File: src/rtl/axis_line_splitter_pkg.sv
// Shared types and constants for the line splitter and its skid buffers.
package axis_line_splitter_pkg;

  localparam int DATA_W = 8;

  localparam logic DEST_M0 = 1'b0;
  localparam logic DEST_M1 = 1'b1;

  typedef struct packed {
    logic [DATA_W-1:0] data;
    logic              sof;
    logic              eol;
  } axis_beat_t;

  // Group counter width; a one-line group still needs a 1-bit counter.
  function automatic int cnt_width(input int n);
    return (n > 1) ? $clog2(n) : 1;
  endfunction

endpackage

File: src/rtl/axis_line_splitter_if.sv
// Stream bundle carrying data plus start-of-frame / end-of-line markers.
interface axis_line_splitter_if;
  import axis_line_splitter_pkg::*;

  logic [DATA_W-1:0] data;
  logic              sof;
  logic              eol;
  logic              valid;
  logic              ready;

  modport master (output data, output sof, output eol, output valid, input ready);
  modport slave  (input data, input sof, input eol, input valid, output ready);
endinterface

File: src/rtl/axis_line_splitter_skid.sv
// Two-entry registered skid buffer: main register feeds the output, skid register
// catches the one beat that arrives while the output is stalled.
module axis_skid_buffer
  import axis_line_splitter_pkg::*;
(
  input  logic                 clk_i,
  input  logic                 rst_i,
  axis_line_splitter_if.slave  s_axis,
  axis_line_splitter_if.master m_axis
);

  axis_beat_t r_main;
  axis_beat_t r_skid;
  logic       r_main_vld;
  logic       r_skid_vld;
  logic       r_ready;

  axis_beat_t w_in_beat;
  axis_beat_t w_main_nxt;
  axis_beat_t w_skid_nxt;
  logic       w_main_vld_nxt;
  logic       w_skid_vld_nxt;
  logic       w_in_fire;
  logic       w_out_fire;

  assign w_in_beat  = '{data: s_axis.data, sof: s_axis.sof, eol: s_axis.eol};
  assign w_in_fire  = s_axis.valid && r_ready;
  assign w_out_fire = r_main_vld && m_axis.ready;

  always_comb begin
    w_main_nxt     = r_main;
    w_skid_nxt     = r_skid;
    w_main_vld_nxt = r_main_vld;
    w_skid_vld_nxt = r_skid_vld;
    if (r_skid_vld) begin
      // Input is blocked here; only a drain can move the skid beat forward.
      if (w_out_fire) begin
        w_main_nxt     = r_skid;
        w_skid_vld_nxt = 1'b0;
      end else begin
        w_skid_vld_nxt = 1'b1;
      end
    end else if (w_in_fire) begin
      if (!r_main_vld || w_out_fire) begin
        w_main_nxt     = w_in_beat;
        w_main_vld_nxt = 1'b1;
      end else begin
        w_skid_nxt     = w_in_beat;
        w_skid_vld_nxt = 1'b1;
      end
    end else if (w_out_fire) begin
      w_main_vld_nxt = 1'b0;
    end else begin
      w_main_vld_nxt = r_main_vld;
    end
  end

  always_ff @(posedge clk_i or posedge rst_i) begin
    if (rst_i) begin
      r_main     <= '0;
      r_skid     <= '0;
      r_main_vld <= 1'b0;
      r_skid_vld <= 1'b0;
      r_ready    <= 1'b0;
    end else begin
      r_main     <= w_main_nxt;
      r_skid     <= w_skid_nxt;
      r_main_vld <= w_main_vld_nxt;
      r_skid_vld <= w_skid_vld_nxt;
      r_ready    <= !w_skid_vld_nxt;
    end
  end

  assign s_axis.ready = r_ready;
  assign m_axis.valid = r_main_vld;
  assign m_axis.data  = r_main.data;
  assign m_axis.sof   = r_main.sof;
  assign m_axis.eol   = r_main.eol;

endmodule

File: src/rtl/axis_line_splitter.sv
// Routes whole lines of one stream to two outputs, alternating every LINE_GROUP
// lines; each frame (sof) restarts on FIRST_DEST.
module axis_line_splitter
  import axis_line_splitter_pkg::*;
#(
  parameter int   LINE_GROUP = 1,
  parameter logic FIRST_DEST = 1'b0
) (
  input  logic                 clk_i,
  input  logic                 rst_i,
  axis_line_splitter_if.slave  s_axis,
  axis_line_splitter_if.master m0_axis,
  axis_line_splitter_if.master m1_axis,
  output logic                 dest_o,
  output logic                 sof_err_o
);

  localparam int               CNT_W    = cnt_width(LINE_GROUP);
  localparam logic [CNT_W-1:0] CNT_LAST = CNT_W'(LINE_GROUP - 1);

  axis_line_splitter_if w_b0 ();
  axis_line_splitter_if w_b1 ();

  logic             r_dest;
  logic             r_in_line;
  logic             r_sof_err;
  logic [CNT_W-1:0] r_grp_cnt;

  logic             w_beat_dest;
  logic             w_accept;
  logic [CNT_W-1:0] w_cnt_base;
  logic [CNT_W-1:0] w_cnt_nxt;
  logic             w_dest_nxt;

  assign w_beat_dest = s_axis.sof ? FIRST_DEST : r_dest;
  assign w_accept    = s_axis.valid && s_axis.ready;

  // Only the selected buffer can stall the input.
  assign s_axis.ready = (w_beat_dest == DEST_M1) ? w_b1.ready : w_b0.ready;

  assign w_b0.valid = s_axis.valid && (w_beat_dest == DEST_M0);
  assign w_b0.data  = s_axis.data;
  assign w_b0.sof   = s_axis.sof;
  assign w_b0.eol   = s_axis.eol;
  assign w_b1.valid = s_axis.valid && (w_beat_dest == DEST_M1);
  assign w_b1.data  = s_axis.data;
  assign w_b1.sof   = s_axis.sof;
  assign w_b1.eol   = s_axis.eol;

  axis_skid_buffer u_skid_m0 (.clk_i(clk_i), .rst_i(rst_i), .s_axis(w_b0), .m_axis(m0_axis));
  axis_skid_buffer u_skid_m1 (.clk_i(clk_i), .rst_i(rst_i), .s_axis(w_b1), .m_axis(m1_axis));

  always_comb begin
    // sof restarts the group before the eol rule so single-beat lines count too.
    w_cnt_base = s_axis.sof ? '0 : r_grp_cnt;
    w_cnt_nxt  = w_cnt_base;
    w_dest_nxt = w_beat_dest;
    if (s_axis.eol) begin
      if (w_cnt_base == CNT_LAST) begin
        w_cnt_nxt  = '0;
        w_dest_nxt = ~w_beat_dest;
      end else begin
        w_cnt_nxt  = w_cnt_base + CNT_W'(1);
        w_dest_nxt = w_beat_dest;
      end
    end else begin
      w_cnt_nxt  = w_cnt_base;
      w_dest_nxt = w_beat_dest;
    end
  end

  always_ff @(posedge clk_i or posedge rst_i) begin
    if (rst_i) begin
      r_dest    <= FIRST_DEST;
      r_grp_cnt <= '0;
      r_in_line <= 1'b0;
      r_sof_err <= 1'b0;
    end else if (w_accept) begin
      r_dest    <= w_dest_nxt;
      r_grp_cnt <= w_cnt_nxt;
      r_in_line <= ~s_axis.eol;
      r_sof_err <= s_axis.sof && r_in_line;
    end else begin
      r_sof_err <= 1'b0;
    end
  end

  assign dest_o    = r_dest;
  assign sof_err_o = r_sof_err;

endmodule
File: src/flat_wrapper.sv
// flat-port wrapper written by rule: the top's interface ports become plain ports
module axis_line_splitter_flat import axis_line_splitter_pkg::*;
#(
  parameter int   LINE_GROUP = 1,
  parameter logic FIRST_DEST = 1'b0
)
  (clk_i, rst_i, dest_o, sof_err_o, s_axis_data, s_axis_sof, s_axis_eol, s_axis_valid, s_axis_ready, m0_axis_data, m0_axis_sof, m0_axis_eol, m0_axis_valid, m0_axis_ready, m1_axis_data, m1_axis_sof, m1_axis_eol, m1_axis_valid, m1_axis_ready);
  axis_line_splitter_if s_axis_i ();
  axis_line_splitter_if m0_axis_i ();
  axis_line_splitter_if m1_axis_i ();
  input  logic clk_i;
  input  logic rst_i;
  output logic dest_o;
  output logic sof_err_o;
  input wire logic [$bits(s_axis_i.data)-1:0] s_axis_data;
  input wire logic [$bits(s_axis_i.sof)-1:0] s_axis_sof;
  input wire logic [$bits(s_axis_i.eol)-1:0] s_axis_eol;
  input wire logic [$bits(s_axis_i.valid)-1:0] s_axis_valid;
  output wire logic [$bits(s_axis_i.ready)-1:0] s_axis_ready;
  output wire logic [$bits(m0_axis_i.data)-1:0] m0_axis_data;
  output wire logic [$bits(m0_axis_i.sof)-1:0] m0_axis_sof;
  output wire logic [$bits(m0_axis_i.eol)-1:0] m0_axis_eol;
  output wire logic [$bits(m0_axis_i.valid)-1:0] m0_axis_valid;
  input wire logic [$bits(m0_axis_i.ready)-1:0] m0_axis_ready;
  output wire logic [$bits(m1_axis_i.data)-1:0] m1_axis_data;
  output wire logic [$bits(m1_axis_i.sof)-1:0] m1_axis_sof;
  output wire logic [$bits(m1_axis_i.eol)-1:0] m1_axis_eol;
  output wire logic [$bits(m1_axis_i.valid)-1:0] m1_axis_valid;
  input wire logic [$bits(m1_axis_i.ready)-1:0] m1_axis_ready;
  assign s_axis_i.data = s_axis_data;
  assign s_axis_i.sof = s_axis_sof;
  assign s_axis_i.eol = s_axis_eol;
  assign s_axis_i.valid = s_axis_valid;
  assign s_axis_ready = s_axis_i.ready;
  assign m0_axis_data = m0_axis_i.data;
  assign m0_axis_sof = m0_axis_i.sof;
  assign m0_axis_eol = m0_axis_i.eol;
  assign m0_axis_valid = m0_axis_i.valid;
  assign m0_axis_i.ready = m0_axis_ready;
  assign m1_axis_data = m1_axis_i.data;
  assign m1_axis_sof = m1_axis_i.sof;
  assign m1_axis_eol = m1_axis_i.eol;
  assign m1_axis_valid = m1_axis_i.valid;
  assign m1_axis_i.ready = m1_axis_ready;
  axis_line_splitter #(.LINE_GROUP(LINE_GROUP), .FIRST_DEST(FIRST_DEST)) u_core (.clk_i(clk_i), .rst_i(rst_i), .s_axis(s_axis_i), .m0_axis(m0_axis_i), .m1_axis(m1_axis_i), .dest_o(dest_o), .sof_err_o(sof_err_o));
endmodule
File: config.mk
export PLATFORM = sky130hd
export DESIGN_NAME = axis_line_splitter_flat
export DESIGN_NICKNAME = d
export VERILOG_FILES = /design/src/rtl/axis_line_splitter_pkg.sv /design/src/rtl/axis_line_splitter_if.sv /design/src/rtl/axis_line_splitter_skid.sv /design/src/rtl/axis_line_splitter.sv /design/src/flat_wrapper.sv
export SDC_FILE = /design/constraint.sdc
export NUM_CORES = 1
export LEC_CHECK = 0
export CORE_MARGIN = 4
export CORE_UTILIZATION = 46
export CTS_CLUSTER_DIAMETER = 40
export DETAILED_ROUTE_END_ITERATION = 10
export PLACE_DENSITY_LB_ADDON = 0.2
export SYNTH_ARGS = -nofsm -noshare
export SYNTH_HDL_FRONTEND = slang
export SYNTH_SLANG_ARGS = --single-unit
File: constraint.sdc
create_clock -name clk_i -period 1.5 [get_ports clk_i]
set_input_delay 0.3 -clock clk_i [delete_from_list [all_inputs] [get_ports clk_i]]
set_output_delay 0.3 -clock clk_i [all_outputs]
set_load 0.1 [all_outputs]
Word-level counts from Yosys, hierarchy flattened
Cells that the tools add are included.
{"block": "totals", "ff_bits": 50, "input_bits": 15, "out_inout_bits": 25, "wordCells": 89}
{"block": "op_classes", "addsub": 1, "n_eq_ne": 4, "muxes": 30, "bitwise_logic": 6, "reduce_logical": 26}
{"op": "$mux 10", "count": 8}
{"op": "$mux 1", "count": 22}
{"op": "$reduce_and 3->1", "count": 6}
{"op": "$reduce_bool 2->1", "count": 6}
{"op": "$logic_and 1x1->1", "count": 8}
{"op": "$ne 2x1->1 const B", "count": 4}
{"op": "$not 1->1", "count": 6}
{"op": "$logic_not 1->1", "count": 4}
{"op": "$logic_or 1x1->1", "count": 2}
{"op": "$add 1x1->1 const B", "count": 1}

Longest topological paths before layout
{"block": "logic_depth", "depth_word": 7, "mapped_depth": 5, "mapped_depth_nobuf": 4}

Cells and area by module
Synthesis repeated with hierarchy kept, for this count alone.
{"block": "unflattened", "hier_cells": 157, "hier_area_um2": 2275.9}
{"mod": "axis_skid_buffer", "instances": 2, "cells_each": 66, "area_per_inst_um2": 1024.7, "seq_area_each_um2": 575.6}
{"mod": "axis_line_splitter", "instances": 1, "cells_each": 25, "area_per_inst_um2": 226.5, "seq_area_each_um2": 100.1}

Worst setup path after synthesis
Ideal clock, no wire load.
{"block": "synth_path", "path_kind": "register to register", "from": "reg u_core.r_dest, in the netlist u_core.dest_o", "to": "reg u_core.u_skid_m1.r_skid[0] in the netlist's numbering", "t_arrival_ps": 2024, "slack_ps": -649, "stages_incl_launch_ff": 5, "n_path_buf": 0, "path_cell_list": "dfrtp_1 -> and4b_4 -> nand2_4 -> nor2_8 -> mux2_2"}
{"block": "synth_via", "elab_chain_cells": 4}
{"element": "start, declared", "line": "axis_line_splitter.sv:24", "source": "logic r_dest;"}
{"element": "start signal, assigned", "line": "axis_line_splitter.sv:79", "source": "r_dest <= w_dest_nxt;"}
{"element": "$mux 1", "line": "axis_line_splitter.sv:35", "source": "assign w_beat_dest = s_axis.sof ? FIRST_DEST : r_dest;"}
{"element": "$logic_and 1x1->1", "line": "axis_line_splitter.sv:45", "source": "assign w_b1.valid = s_axis.valid && (w_beat_dest == DEST_M1);"}
{"element": "$logic_and 1x1->1", "line": "axis_line_splitter_skid.sv:27", "source": "assign w_in_fire = s_axis.valid && r_ready;"}
{"element": "$reduce_and 3->1 (no source line)"}
{"element": "end signal, assigned", "line": "axis_line_splitter_skid.sv:67", "source": "r_skid <= w_skid_nxt;"}
{"element": "end, declared", "line": "axis_line_splitter_skid.sv:13", "source": "axis_beat_t r_skid;"}
No other way between the ends.
A chain may end at the register's enable or synchronous reset.

Final worst setup path
{"block": "layout_path", "from": "reg u_core.r_dest, in the netlist u_core.dest_o", "to": "out s_axis_ready"}
{"block": "layout_via", "elab_chain_cells": 2}
{"element": "$mux 1", "line": "axis_line_splitter.sv:35"}
{"element": "$mux 1", "line": "axis_line_splitter.sv:39", "source": "assign s_axis.ready = (w_beat_dest == DEST_M1) ? w_b1.ready : w_b0.ready;"}
{"element": "end, declared", "line": "flat_wrapper.sv:19", "source": "output wire logic [$bits(s_axis_i.ready)-1:0] s_axis_ready;"}
No other way between the ends.

==> run_results.csv <==
group,metric,value,unit
status,run_status,"finished with violations",
status,violations,"negative setup slack",
final_layout,postLayoutCellArea,3393,sq um
drt,wl_met2,3171,um
synth,yosysTopAreaCell,"dfrtp_1",
clocking,root_buffer,"clkbuf_8",
clocking,clk_path_buf_depth,2,
timing,max_freq,625.8,MHz
drt,routed_wl,6050,um
floorplanning,initial_core_util,49.08,%
drt,m1WireLength,2375,um
floorplanning,core,4474,sq um
placement,dpl.hpwl,4033,um
grt,grt_pass1_vias,1989,
grt,grt_pass1_wl,9487,um
worst_setup_path,crit_path_end_kind,"primary output",
worst_setup_path,required,1200,ps
grt,grt_max_degree,51,
timing,hold_viol,0,
floorplanning,die_w,77.09,um
placement,place.gp.congestion,0.8068,
drt,vias,1805,
synth,yosys_warnings,0,
worst_setup_path,reg2reg_to,"u_core.u_skid_m0.r_skid[5]",
clocking,cts_sinks,50,
timing,max-slew-margin-rel,76.08,%
synth,syn-instance-count,176,
synth,synth_ff_type,"dfrtp_1",
final_layout,seq_area,1255,sq um
clocking,tritoncts,"yes",
floorplanning,ioPinCount,40,
synth,yosys_register_bits,50,
timing,setup_ws,-98.06,ps
hold_path,hp-class,"in2async",
timing,final_max_slew_viol_count,0,
final_layout,num_antenna_cells,0,
floorplanning,core.rowCount,24,
synth,ys_top_cells_by_area,"dfrtp_1 57%, mux2_2 10%, o22ai_1 5.4%",
worst_setup_path,crit_arrival,1300,ps
final_layout,syn_to_final_growth,54.53,%
flow_run,drv_cap,0,
synth,synth_nets,191,
drt,drtIter0Drc,116,
clocking,insertion_delay,300,ps
timing,rsz0062_at_grt,"true",
floorplanning,die_h,77.09,um
drt,vias_per_cell,5.957,
timing,fin_crit,1598,ps
synth,netlist_area,2196,sq um
final_layout,drive_gt1_share,45.42,%
synth,synth.distinct_cells,39,
final_layout,nFillCells,273,
synth,netlist.area_leader.share,56.98,%
synth,syn_area_per_cell,12.48,sq um
grt,grt_overflow,0,
final_layout,fin_nets,265,
grt,track_usage,20.47,%
synth,yosysSeqAreaShare,56.98,%
synth,yosysMostFrequentCell,"dfrtp_1",
placement,dpl_cell_area,3136,sq um
worst_setup_path,critPathLaunchType,"register",
worst_setup_path,r2r_slack,-70,ps
timing,fin_crit_sh,106.5,%
drt,firstDrtPassIters,4,
worst_setup_path,r2r-start,"u_core.dest_o",
drt,wl_per_cell,19.97,um
worst_setup_path,endpoint,"s_axis_ready",
clocking,clk_pin_slew,90,ps
timing,worstMarginPinSlew,358.4,ps
placement,port_buffers,39,
worst_setup_path,worstRegToRegCells,6,
drt,wl_met3,342,um
synth,synth_async_sr_flop_share,100.0,%
clocking,numCtsBuffers,5,
grt,antenna_found_initial,0,
clocking,htree_levels,2,
final_layout,multi_input_area,1021,sq um
drt,remaining_drc_errors,0,
floorplanning,die_area,5943,sq um
timing,fin_skew,9.460,ps
synth,synthTopCellsByCount,"50 x dfrtp_1, 20 x mux2_2, 19 x o22ai_1, 11 x a2bb2oi_1, 9 x inv_1",
timing,setup_viol,21,
drt,routed.top_layer,"met4",
worst_setup_path,crit_fanout,2,
drt,ant_nets,0,
synth,synth-edff-count,0,
worst_setup_path,cp-startpoint,"u_core.dest_o",
worst_setup_path,path_class,"reg2out",
## kinds of logic (layout without fill, tap and decap cells)
family	count (synthesis)	count (layout)	share of synthesized area, %
AO/OA/AOI/OAI	53	53	16.81
buffers and inverters	15	90	3.362
AND/OR/NAND/NOR	37	37	12.14
multiplexers	21	21	10.71
flip-flops	50	50	56.98
## area by class of cell
class,count,area share [%]
Sequential cell,50,36.98
Multi-Input combinational cell,111,30.09
Timing Repair Buffer,73,27.54
Clock buffer,8,2.360
Tap cell,52,1.917
Inverter,9,1.106
## critical path: stages (launching register included)
cell and delay, ps:
dfrtp_2 440, nand2b_4 80, mux2_4 310, buf_12 170
## state kept, by name, summed over array words and instances (netlist names)
name                           flops
u_core.u_skid_m1.m_axis.eol        1
u_core.u_skid_m1.m_axis.valid      1
u_core.u_skid_m1.m_axis.sof        1
u_core.r_in_line                   1
u_core.u_skid_m0.r_skid_vld        1
u_core.u_skid_m1.r_skid           10
u_core.u_skid_m0.s_axis.ready      1
u_core.r_grp_cnt                   1
u_core.u_skid_m0.m_axis.sof        1
u_core.sof_err_o                   1
u_core.u_skid_m0.m_axis.valid      1
u_core.u_skid_m1.m_axis.data       8
u_core.u_skid_m0.r_skid           10
u_core.u_skid_m1.s_axis.ready      1
u_core.u_skid_m0.m_axis.eol        1
u_core.u_skid_m1.r_skid_vld        1
u_core.u_skid_m0.m_axis.data       8
u_core.dest_o                      1
## through the flow
step | TNS (ps) | hold slack, ps | util (%) | worst slack (ps) | std cells
detailed placement | -15840 | 464.7 | 70.08 | -491.6 | 286
finish | -1031 | 394.3 | 75.84 | -98.06 | 303
global route | -1774 | 439.1 | 75.84 | -129.6 | 303
global placement | -14590 | 450.5 | 70.08 | -442.2 | 286
floorplan | -6030 | 342.3 | - | -257.8 | 176
CTS | -695.1 | 406.9 | 74.08 | -103.5 | 303
## metal layers
layer / vias to the layer above / track usage, %
li1: 803 / -
met5: - / 0
met2: 73 / 34.67
met1: 913 / 24.13
met3: 16 / 4.215
met4: 0 / 11.57
## layout by cell type (no fill, tap or decap), types with 6 or more instances in the layout
cell type and instances:
buf_6 7, clkdlybuf4s50_1 11, mux2_4 12, nand3_1 7
o22ai_1 13, o22ai_2 6, buf_4 26, dfrtp_1 47
mux2_2 8, buf_12 26, a2bb2oi_1 10, inv_1 7
## worst min path at each step
| stage | from | end | slack [ps] |
|---|---|---|---|
| global placement | u_core.r_grp_cnt | u_core.dest_o | 450 |
| global route | rst_i | u_core.u_skid_m0.r_skid[8] | 440 |
| finish | rst_i | u_core.u_skid_m0.m_axis.sof | 390 |
| detailed placement | u_core.r_grp_cnt | u_core.dest_o | 460 |
| CTS | rst_i | u_core.u_skid_m0.r_skid[6] | 410 |
| floorplan | rst_i | u_core.r_grp_cnt | 340 |
## timing repair
action,in CTS,in global routing
pin swaps,4,2
cloned,1,0
resized for setup,13,15
buffers inserted,8,0
hold buffers,0,0
hold endpoints to repair,0,0
endpoints found under the setup margin,27,38
Power is left out: the tool's default activity adds up to more than one toggle a clock period on the data nets, which glitch-free logic cannot reach.
